<file path="src/rtl/rf_wb_pkg.sv">
// Shared types and constants for the register-file writeback arbiter.
package rf_wb_pkg;

    localparam int DATA_W = 32;
    localparam int ADDR_W = 5;
    localparam logic [ADDR_W-1:0] REG_ZERO = '0;

    typedef struct packed {
        logic [ADDR_W-1:0] addr;
        logic [DATA_W-1:0] data;
    } wb_req_t;

    typedef enum logic {
        REQ_ALU  = 1'b0,
        REQ_LOAD = 1'b1
    } req_id_t;

endpackage

</file>
<file path="src/rtl/rf_wb_slot.sv">
// One-entry writeback holding slot: captures a request, holds it until granted,
// and reports whether its held destination matches either issue read address.
module rf_wb_slot
    import rf_wb_pkg::*;
(
    input  logic              clk,
    input  logic              rst,
    input  logic              fill_valid,
    input  wb_req_t           fill_req,
    output logic              fill_ready,
    input  logic              drain,
    output logic              full,
    output wb_req_t           entry,
    input  logic [ADDR_W-1:0] match_addr1,
    input  logic [ADDR_W-1:0] match_addr2,
    output logic              match1,
    output logic              match2
);

    logic accept;

    assign fill_ready = !full || drain;
    assign accept     = fill_valid && fill_ready;
    assign match1     = full && (entry.addr == match_addr1);
    assign match2     = full && (entry.addr == match_addr2);

    // NOTE: a refill on the same edge as a drain must win, otherwise the new entry is lost.
    always_ff @(posedge clk or posedge rst) begin
        if (rst) begin
            full  <= 1'b0;
            entry <= '0;
        end else if (accept) begin
            full  <= 1'b1;
            entry <= fill_req;
        end else if (drain) begin
            full <= 1'b0;
        end
    end

endmodule

</file>
<file path="src/rtl/rf_wb_arbiter.sv">
// Round-robin arbiter sharing the register file write port between the ALU
// and load writeback paths, with pending flags for the issue read ports.
module rf_wb_arbiter
    import rf_wb_pkg::*;
(
    input  logic              clk,
    input  logic              rst,
    input  logic              req0_valid,
    input  logic [ADDR_W-1:0] req0_addr,
    input  logic [DATA_W-1:0] req0_data,
    output logic              req0_ready,
    input  logic              req1_valid,
    input  logic [ADDR_W-1:0] req1_addr,
    input  logic [DATA_W-1:0] req1_data,
    output logic              req1_ready,
    output logic              rf_write_en,
    output logic [ADDR_W-1:0] rf_w_addr,
    output logic [DATA_W-1:0] rf_din,
    input  logic [ADDR_W-1:0] rd1_addr,
    input  logic [ADDR_W-1:0] rd2_addr,
    output logic              rd1_pending,
    output logic              rd2_pending
);

    wb_req_t req0_pkt, req1_pkt, entry0, entry1, sel;
    logic    full0, full1, grant0, grant1;
    logic    s0_hit1, s0_hit2, s1_hit1, s1_hit2;
    req_id_t last_grant;

    assign req0_pkt = '{addr: req0_addr, data: req0_data};
    assign req1_pkt = '{addr: req1_addr, data: req1_data};

    rf_wb_slot u_slot0 (
        .clk         (clk),
        .rst         (rst),
        .fill_valid  (req0_valid),
        .fill_req    (req0_pkt),
        .fill_ready  (req0_ready),
        .drain       (grant0),
        .full        (full0),
        .entry       (entry0),
        .match_addr1 (rd1_addr),
        .match_addr2 (rd2_addr),
        .match1      (s0_hit1),
        .match2      (s0_hit2)
    );

    rf_wb_slot u_slot1 (
        .clk         (clk),
        .rst         (rst),
        .fill_valid  (req1_valid),
        .fill_req    (req1_pkt),
        .fill_ready  (req1_ready),
        .drain       (grant1),
        .full        (full1),
        .entry       (entry1),
        .match_addr1 (rd1_addr),
        .match_addr2 (rd2_addr),
        .match1      (s1_hit1),
        .match2      (s1_hit2)
    );

    // On contention the slot that did not win last time goes first.
    assign grant0 = full0 && (!full1 || last_grant == REQ_LOAD);
    assign grant1 = full1 && (!full0 || last_grant == REQ_ALU);
    assign sel    = grant0 ? entry0 : entry1;

    always_ff @(posedge clk or posedge rst) begin
        if (rst) begin
            last_grant  <= REQ_LOAD;
            rf_write_en <= 1'b0;
            rf_w_addr   <= '0;
            rf_din      <= '0;
        end else if (grant0 || grant1) begin
            last_grant  <= grant0 ? REQ_ALU : REQ_LOAD;
            rf_w_addr   <= sel.addr;
            rf_din      <= sel.data;
            rf_write_en <= (sel.addr != REG_ZERO);
        end else begin
            rf_write_en <= 1'b0;
        end
    end

    // The output stage counts as in flight: the register file shows it one cycle later.
    assign rd1_pending = (rd1_addr != REG_ZERO) &&
                         (s0_hit1 || s1_hit1 || (rf_write_en && rf_w_addr == rd1_addr));
    assign rd2_pending = (rd2_addr != REG_ZERO) &&
                         (s0_hit2 || s1_hit2 || (rf_write_en && rf_w_addr == rd2_addr));

endmodule

</file>
<file path="config.mk">
export PLATFORM = sky130hd
export DESIGN_NAME = rf_wb_arbiter
export DESIGN_NICKNAME = d
export VERILOG_FILES = /design/src/rtl/rf_wb_pkg.sv /design/src/rtl/rf_wb_slot.sv /design/src/rtl/rf_wb_arbiter.sv
export SDC_FILE = /design/constraint.sdc
export NUM_CORES = 1
export LEC_CHECK = 0
export ABC_AREA = 1
export CORE_UTILIZATION = 54
export CTS_CLUSTER_SIZE = 12
export DETAILED_ROUTE_END_ITERATION = 8
export PLACE_DENSITY = 0.86
export SYNTH_ARGS = -nofsm -noshare
export SYNTH_HDL_FRONTEND = slang
export SYNTH_HIERARCHICAL = 1
export SYNTH_SLANG_ARGS = --single-unit
</file>
<file path="constraint.sdc">
create_clock -name clk -period 4.9 [get_ports clk]
set_input_delay 1.47 -clock clk [delete_from_list [all_inputs] [get_ports clk]]
set_output_delay 1.47 -clock clk [all_outputs]
set_load 0.01 [all_outputs]
</file>
==> flow_summary.json, run 1 <==
{
  "status": "completed",
  "crit_family": "buffers and inverters",
  "routed_wl_mm": 16.1,
  "power.density_nw_per_um2": 723,
  "dp_hpwl_mm": 10.2,
  "hold_violations": 0,
  "fin_setup_tns_ns": 0,
  "cts.repair.resized": 0,
  "clkLatencyLatePin_ns": 0.53,
  "drtIter0Drc": 406,
  "period_share_pct": 97.8,
  "drv_slew": 0,
  "switchingPower_uw": 2220,
  "drc_errors": 0,
  "viasPerCell": 5.47,
  "worstRegToRegCells": 7,
  "skew_ns": 0.0128,
  "arrival_ns": 3.32,
  "clockBufferDepth": 2,
  "gp_congestion": 0.865,
  "critPathMaxFanout": 7,
  "grt_pass1_wl_mm": 25.5,
  "r2r-start": "u_slot0/full$_DFFE_PP0P_",
  "cts_tree": "done",
  "netlist_area_um2": 5540,
  "cts.htree.levels": 4,
  "final_nets": 909,
  "path_cells": "clkdlybuf4s50_1 > inv_1 > nand2_1 > nand2_1 > nor2_1 > nand2_1 > nor2_1 > nor2_1 > a21oi_1 > clkdlybuf4s50_1",
  "rsz0062_at_grt": "false",
  "holdPathEnd": "u_slot0/entry[25]$_DFFE_PP0P_",
  "setup_viol": 0,
  "crit_path_start": "rd1_addr[3]",
  "start_kind": "input pin",
  "synthCells": 702,
  "tightest_slew_ns": 0.866,
  "timing.rr.end": "u_slot0/entry[35]$_DFFE_PP0P_",
  "holdCritStartpoint": "u_slot0/entry[25]$_DFFE_PP0P_",
  "hold_path_class": "register to register",
  "cp_slowest_cell": "clkdlybuf4s50_1",
  "max_clock_freq_mhz": 209,
  "regArea_um2": 2880,
  "path_buf_inv": 3,
  "die_area_um2": 10700,
  "synth.avg_cell_area_um2": 7.89,
  "ys_seq_area_share_pct": 52.0,
  "cts_sinks": 115,
  "ys_types": 24,
  "yosysWarnings": 6,
  "routedWlPerCell_um": 16.6,
  "power.share.sequential_pct": 33.3,
  "endpoint_kind": "primary output",
  "io_pins": 130,
  "min_path_cells": 2,
  "vias": 5280,
  "n_fill_cell": 715,
  "cts_setup_buffers": 0,
  "ys_ff_latch": 115,
  "required_ns": 3.43,
  "grt_max_degree": 44,
  "cap_violations": 0,
  "p_clk_share_pct": 23.3,
  "combPwrFrac_pct": 43.4,
  "chipWidth_um": 103,
  "power_switching_share_pct": 41.7,
  "firstDrtPassIters": 5,
  "multiInputGateArea_um2": 2210,
  "ir_drop_mv": 0.442,
  "io_buffer_count": 129,
  "antenna_found_initial": 0,
  "fin_util_pct": 74.6,
  "slowest_delay_ns": 0.65,
  "reg2reg_slack_ns": 2.59,
  "slew_headroom_pct": 42.2,
  "core_area_um2": 9860,
  "synth_fp_nets": 790,
  "drive_above_1_share_pct": 7.08,
  "clkTransAtPathRegs_ns": 0.06,
  "cts_hold_buf": 0,
  "grt_pass1_vias": 5150,
  "start_util_pct": 56.1,
  "diodes": 0,
  "period_minus_slack_ns": 4.79,
  "drtAntennaViolNets": 0,
  "critical_path_class": "input pin to primary output",
  "rows": 36,
  "track_usage_pct": 32.2,
  "die_h_um": 103,
  "numCtsBuffers": 17,
  "hold_slack_ns": 0.472,
  "overflow": 0,
  "cts_root_buf": "clkbuf_8",
  "p_int_uw": 3100,
  "area.growth.synth_to_final_pct": 32.9,
  "p_leak_uw": 0.00369
}
-- power by group through the flow --
stage / combinational [uW] / clock (uW) / sequential (uW)
after floorplan: 1520 / 0 / 1760
after global placement: 2180 / 0 / 1740
after detailed placement: 2260 / 0 / 1760
after CTS: 2300 / 1240 / 1760
after global routing: 2590 / 1290 / 1820
final: 2310 / 1240 / 1770
-- final cells by class --
type / count / share of cell area (%)
Sequential cell: 115 / 39.1
Multi-Input combinational cell: 507 / 30.0
Timing Repair Buffer: 135 / 18.2
Clock buffer: 17 / 5.63
Clock inverter: 14 / 2.41
Inverter: 45 / 2.31
Tap cell: 133 / 2.26
-- metal layers --
metal  global-route usage [%]  part of all wire (%)  vias up  routed length [um]
li1                         -                     -     2462                   -
met1                     41.4                    41     2542                6590
met2                     54.8                    51      257                8120
met3                     6.12                   7.2       19                1150
met4                     11.2                   1.2        0                 195
met5                        0                     0        -                   0
-- cells by family after synthesis --
group | after synthesis | synth area share, %
AO/OA/AOI/OAI | 76 | 7.18
buffers and inverters | 80 | 8.11
flip-flops | 115 | 52.0
AND/OR/NAND/NOR | 431 | 32.7
-- synthesized netlist by cell type --
cell type,n,area (um2)
a21oi_1,25,125
a21oi_2,4,35.0
buf_2,16,80.1
buf_4,4,30.0
buf_6,12,135
buf_8,2,30.0
clkbuf_1,1,3.75
clkinv_2,1,5.00
dfrtp_1,114,2850
dfstp_2,1,26.3
inv_1,44,165
nand2_1,285,1070
nand2_2,5,31.3
nand2_4,4,45.0
nand2_8,2,40.0
nand3_1,73,365
nand4_1,4,25.0
nor2_1,51,191
nor2_2,4,25.0
nor4_1,2,12.5
o211ai_1,1,7.51
o21ai_0,25,125
o21ai_1,21,105
or2_1,1,6.26
-- sequential cells by signal (all words and copies together), names as in the netlist --
signal,cells
last_grant,1
rf_din,32
rf_w_addr,5
rf_write_en,1
u_slot0/entry,37
u_slot0/full,1
u_slot1/entry,37
u_slot1/full,1
-- per-stage QoR --
stage / setup slack [ns] / std cells / total power, uW / instance area [um2]
after detailed placement: 0.119 / 935 / 4020 / 6760
after CTS: 0.107 / 966 / 5300 / 7350
final: 0.110 / 966 / 5320 / 7360
after global placement: 0.143 / 935 / 3920 / 6760
after global routing: 0.000369 / 966 / 5700 / 7360
after floorplan: 1.37 / 702 / 3280 / 5540
-- worst max-delay path by stage --
stage	depth (start not counted)	slack [ns]	endpoint
detailed placement	10	0.12	rd2_pending
global route	10	0.0004	rd1_pending
CTS	10	0.11	rd2_pending
floorplan	8	1.37	rd1_pending
global placement	10	0.14	rd1_pending
finish	10	0.11	rd1_pending
-- layout by cell type (no fill, tap or decap), types with 2 or more instances in the layout --
cell	synthesis	layout
nand2_4	4	4
buf_4	4	6
clkdlybuf4s50_1	0	127
clkinv_2	1	2
nand2_2	5	5
inv_6	0	4
clkinv_4	0	2
clkinvlp_4	0	4
bufinv_16	0	3
nand2_8	2	2
nor4_1	2	2
a21oi_2	4	4
nor2_2	4	4
nand4_1	4	4
nand3_1	73	73
a21oi_1	25	25
dlymetal6s2s_1	0	2
inv_1	44	41
dfrtp_1	114	114
nand2_1	285	285
clkbuf_16	0	16
clkinv_1	0	2
o21ai_0	25	25
nor2_1	51	51
o21ai_1	21	21
-- worst reg2reg max path: stages (launching register included) --
cell and delay [ns]:
dfrtp_1 0.54, nand2_2 0.20, nand2_4 0.37, inv_1 0.14, nand2_4 0.37, nand2_8 0.30, nor2_1 0.20, a21oi_1 0.07
Power figures use the tool's default switching activity.
==> run 2, diff against run 1 <==
- PLACE_DENSITY: 0.86 -> 0.95
==> flow_summary.json, run 2 (synthesis results as in run 1) <==
{
  "status": "completed",
  "hold_path_class": "register to register",
  "final_nets": 906,
  "cts_root_buf": "clkbuf_8",
  "drc_errors": 0,
  "timing.rr.end": "u_slot0/entry[34]$_DFFE_PP0P_",
  "die_h_um": 103,
  "dp_hpwl_mm": 9.96,
  "track_usage_pct": 31.7,
  "grt_max_degree": 44,
  "regArea_um2": 2880,
  "clkTransAtPathRegs_ns": 0.06,
  "firstDrtPassIters": 7,
  "crit_path_start": "rd1_addr[4]",
  "layout.cells.non_filler": 964,
  "overflow": 0,
  "fin_ws_ns": 0.171,
  "cts.htree.levels": 4,
  "tightest_slew_ns": 0.905,
  "critical_path_class": "input pin to primary output",
  "cap_violations": 0,
  "area.growth.synth_to_final_pct": 32.7,
  "cts_sinks": 115,
  "fin_setup_tns_ns": 0,
  "skew_ns": 0.00735,
  "io_buffer_count": 129,
  "dp_cells": 932,
  "worstSetupEndpoint": "rd1_pending",
  "max_clock_freq_mhz": 211,
  "place_ws_ns": 0.106,
  "routedWlPerCell_um": 16.3,
  "grt_pass1_wl_mm": 24.9,
  "clockBufferDepth": 2,
  "largestRegisters": "u_slot0/entry (37), u_slot1/entry (37), rf_din (32)",
  "drv_slew": 0,
  "met2RoutedLength_mm": 7.68,
  "numCtsBuffers": 17,
  "met1_length_mm": 6.44,
  "rows": 36,
  "r2r-start": "u_slot0/full$_DFFE_PP0P_",
  "min_path_cells": 2,
  "drtIter0Drc": 274,
  "endpoint_kind": "primary output",
  "cts_tree": "done",
  "routed_wl_mm": 15.7,
  "viasPerCell": 5.41,
  "start_kind": "input pin",
  "drive_above_1_share_pct": 7.10,
  "n_fill_cell": 687,
  "grt_pass1_vias": 5135,
  "io_pins": 130,
  "ir_drop_mv": 0.408,
  "power.total_uw": 5330,
  "gp_congestion": 0.883,
  "arrival_ns": 3.26,
  "cts_setup_buffers": 0,
  "drtAntennaViolNets": 0,
  "clkLatencyLatePin_ns": 0.51,
  "top_layer": "met4",
  "mostFrequentLayoutCells": "nand2_1 (285), clkdlybuf4s50_1 (125), dfrtp_1 (114)",
  "power.density_nw_per_um2": 725,
  "period_share_pct": 96.5,
  "wl_met3_mm": 1.28,
  "multiInputGateArea_um2": 2210,
  "critPathMaxFanout": 6,
  "rsz0062_at_grt": "false",
  "hold_violations": 0,
  "worstRegToRegCells": 7,
  "hold_slack_ns": 0.469,
  "period_minus_slack_ns": 4.73,
  "reg2reg_slack_ns": 2.53,
  "slew_headroom_pct": 39.6,
  "p_leak_uw": 0.00371,
  "required_ns": 3.43,
  "die_area_um2": 10700,
  "antenna_found_initial": 0,
  "core_area_um2": 9860,
  "start_util_pct": 56.1,
  "setup_viol": 0,
  "final_common_cell": "nand2_1",
  "chipWidth_um": 103,
  "diodes": 0,
  "vias": 5216
}
==> run 2: power by group <==
| group | leakage, uW | total [uW] | switching [uW] | internal, uW |
|---|---|---|---|---|
| clock | 0.000295 | 1260 | 439 | 818 |
| combinational | 0.00204 | 2300 | 1420 | 875 |
| sequential | 0.00137 | 1770 | 329 | 1450 |
==> run 2: worst max-delay path, stage by stage <==
cell and delay, ns:
clkdlybuf4s50_1 0.61, inv_1 0.07, nand2_1 0.06, nand2_1 0.05, nor2_1 0.09, nand2_1 0.06, nor2_1 0.08, nor2_1 0.05
a21oi_1 0.15, clkdlybuf4s50_1 0.55
==> run 2: final cells by class <==
type                            instances  area share [%]
Inverter                               45            2.31
Multi-Input combinational cell        507            30.1
Tap cell                              133            2.26
Timing Repair Buffer                  132            17.9
Clock buffer                           21            6.25
Clock inverter                         11            2.04
Sequential cell                       115            39.2
==> run 2: timing repair <==
| item | CTS | global route |
|---|---|---|
| hold endpoints to repair | 0 | 0 |
| setup endpoints to repair | 0 | 2 |
| hold buffers | 0 | 0 |
| gates resized for setup | 0 | 3 |
==> run 2: how the worst min path moves through the flow <==
stage,from,endpoint,slack [ns]
2_1_floorplan,u_slot1/entry[12]$_DFFE_PP0P_,u_slot1/entry[12]$_DFFE_PP0P_,0.44
3_3_place_gp,u_slot1/entry[13]$_DFFE_PP0P_,u_slot1/entry[13]$_DFFE_PP0P_,0.45
3_5_place_dp,u_slot1/entry[21]$_DFFE_PP0P_,u_slot1/entry[21]$_DFFE_PP0P_,0.45
4_1_cts,u_slot1/entry[14]$_DFFE_PP0P_,u_slot1/entry[14]$_DFFE_PP0P_,0.47
5_1_grt,u_slot1/entry[8]$_DFFE_PP0P_,u_slot1/entry[8]$_DFFE_PP0P_,0.48
6_report,u_slot1/entry[13]$_DFFE_PP0P_,u_slot1/entry[13]$_DFFE_PP0P_,0.47
==> run 2: routing by layer <==
layer  track usage, %  up-vias
met5                0        -
li1                 -     2456
met1             40.9     2466
met2             51.4      265
met4             12.8        0
met3             8.47       29
==> run 2: per-stage QoR <==
step,utilization (%),cell area [um2]
after floorplan,-,5540
after global placement,68.3,6730
after detailed placement,68.3,6730
after CTS,74.4,7340
after global routing,74.5,7350
final,74.5,7350
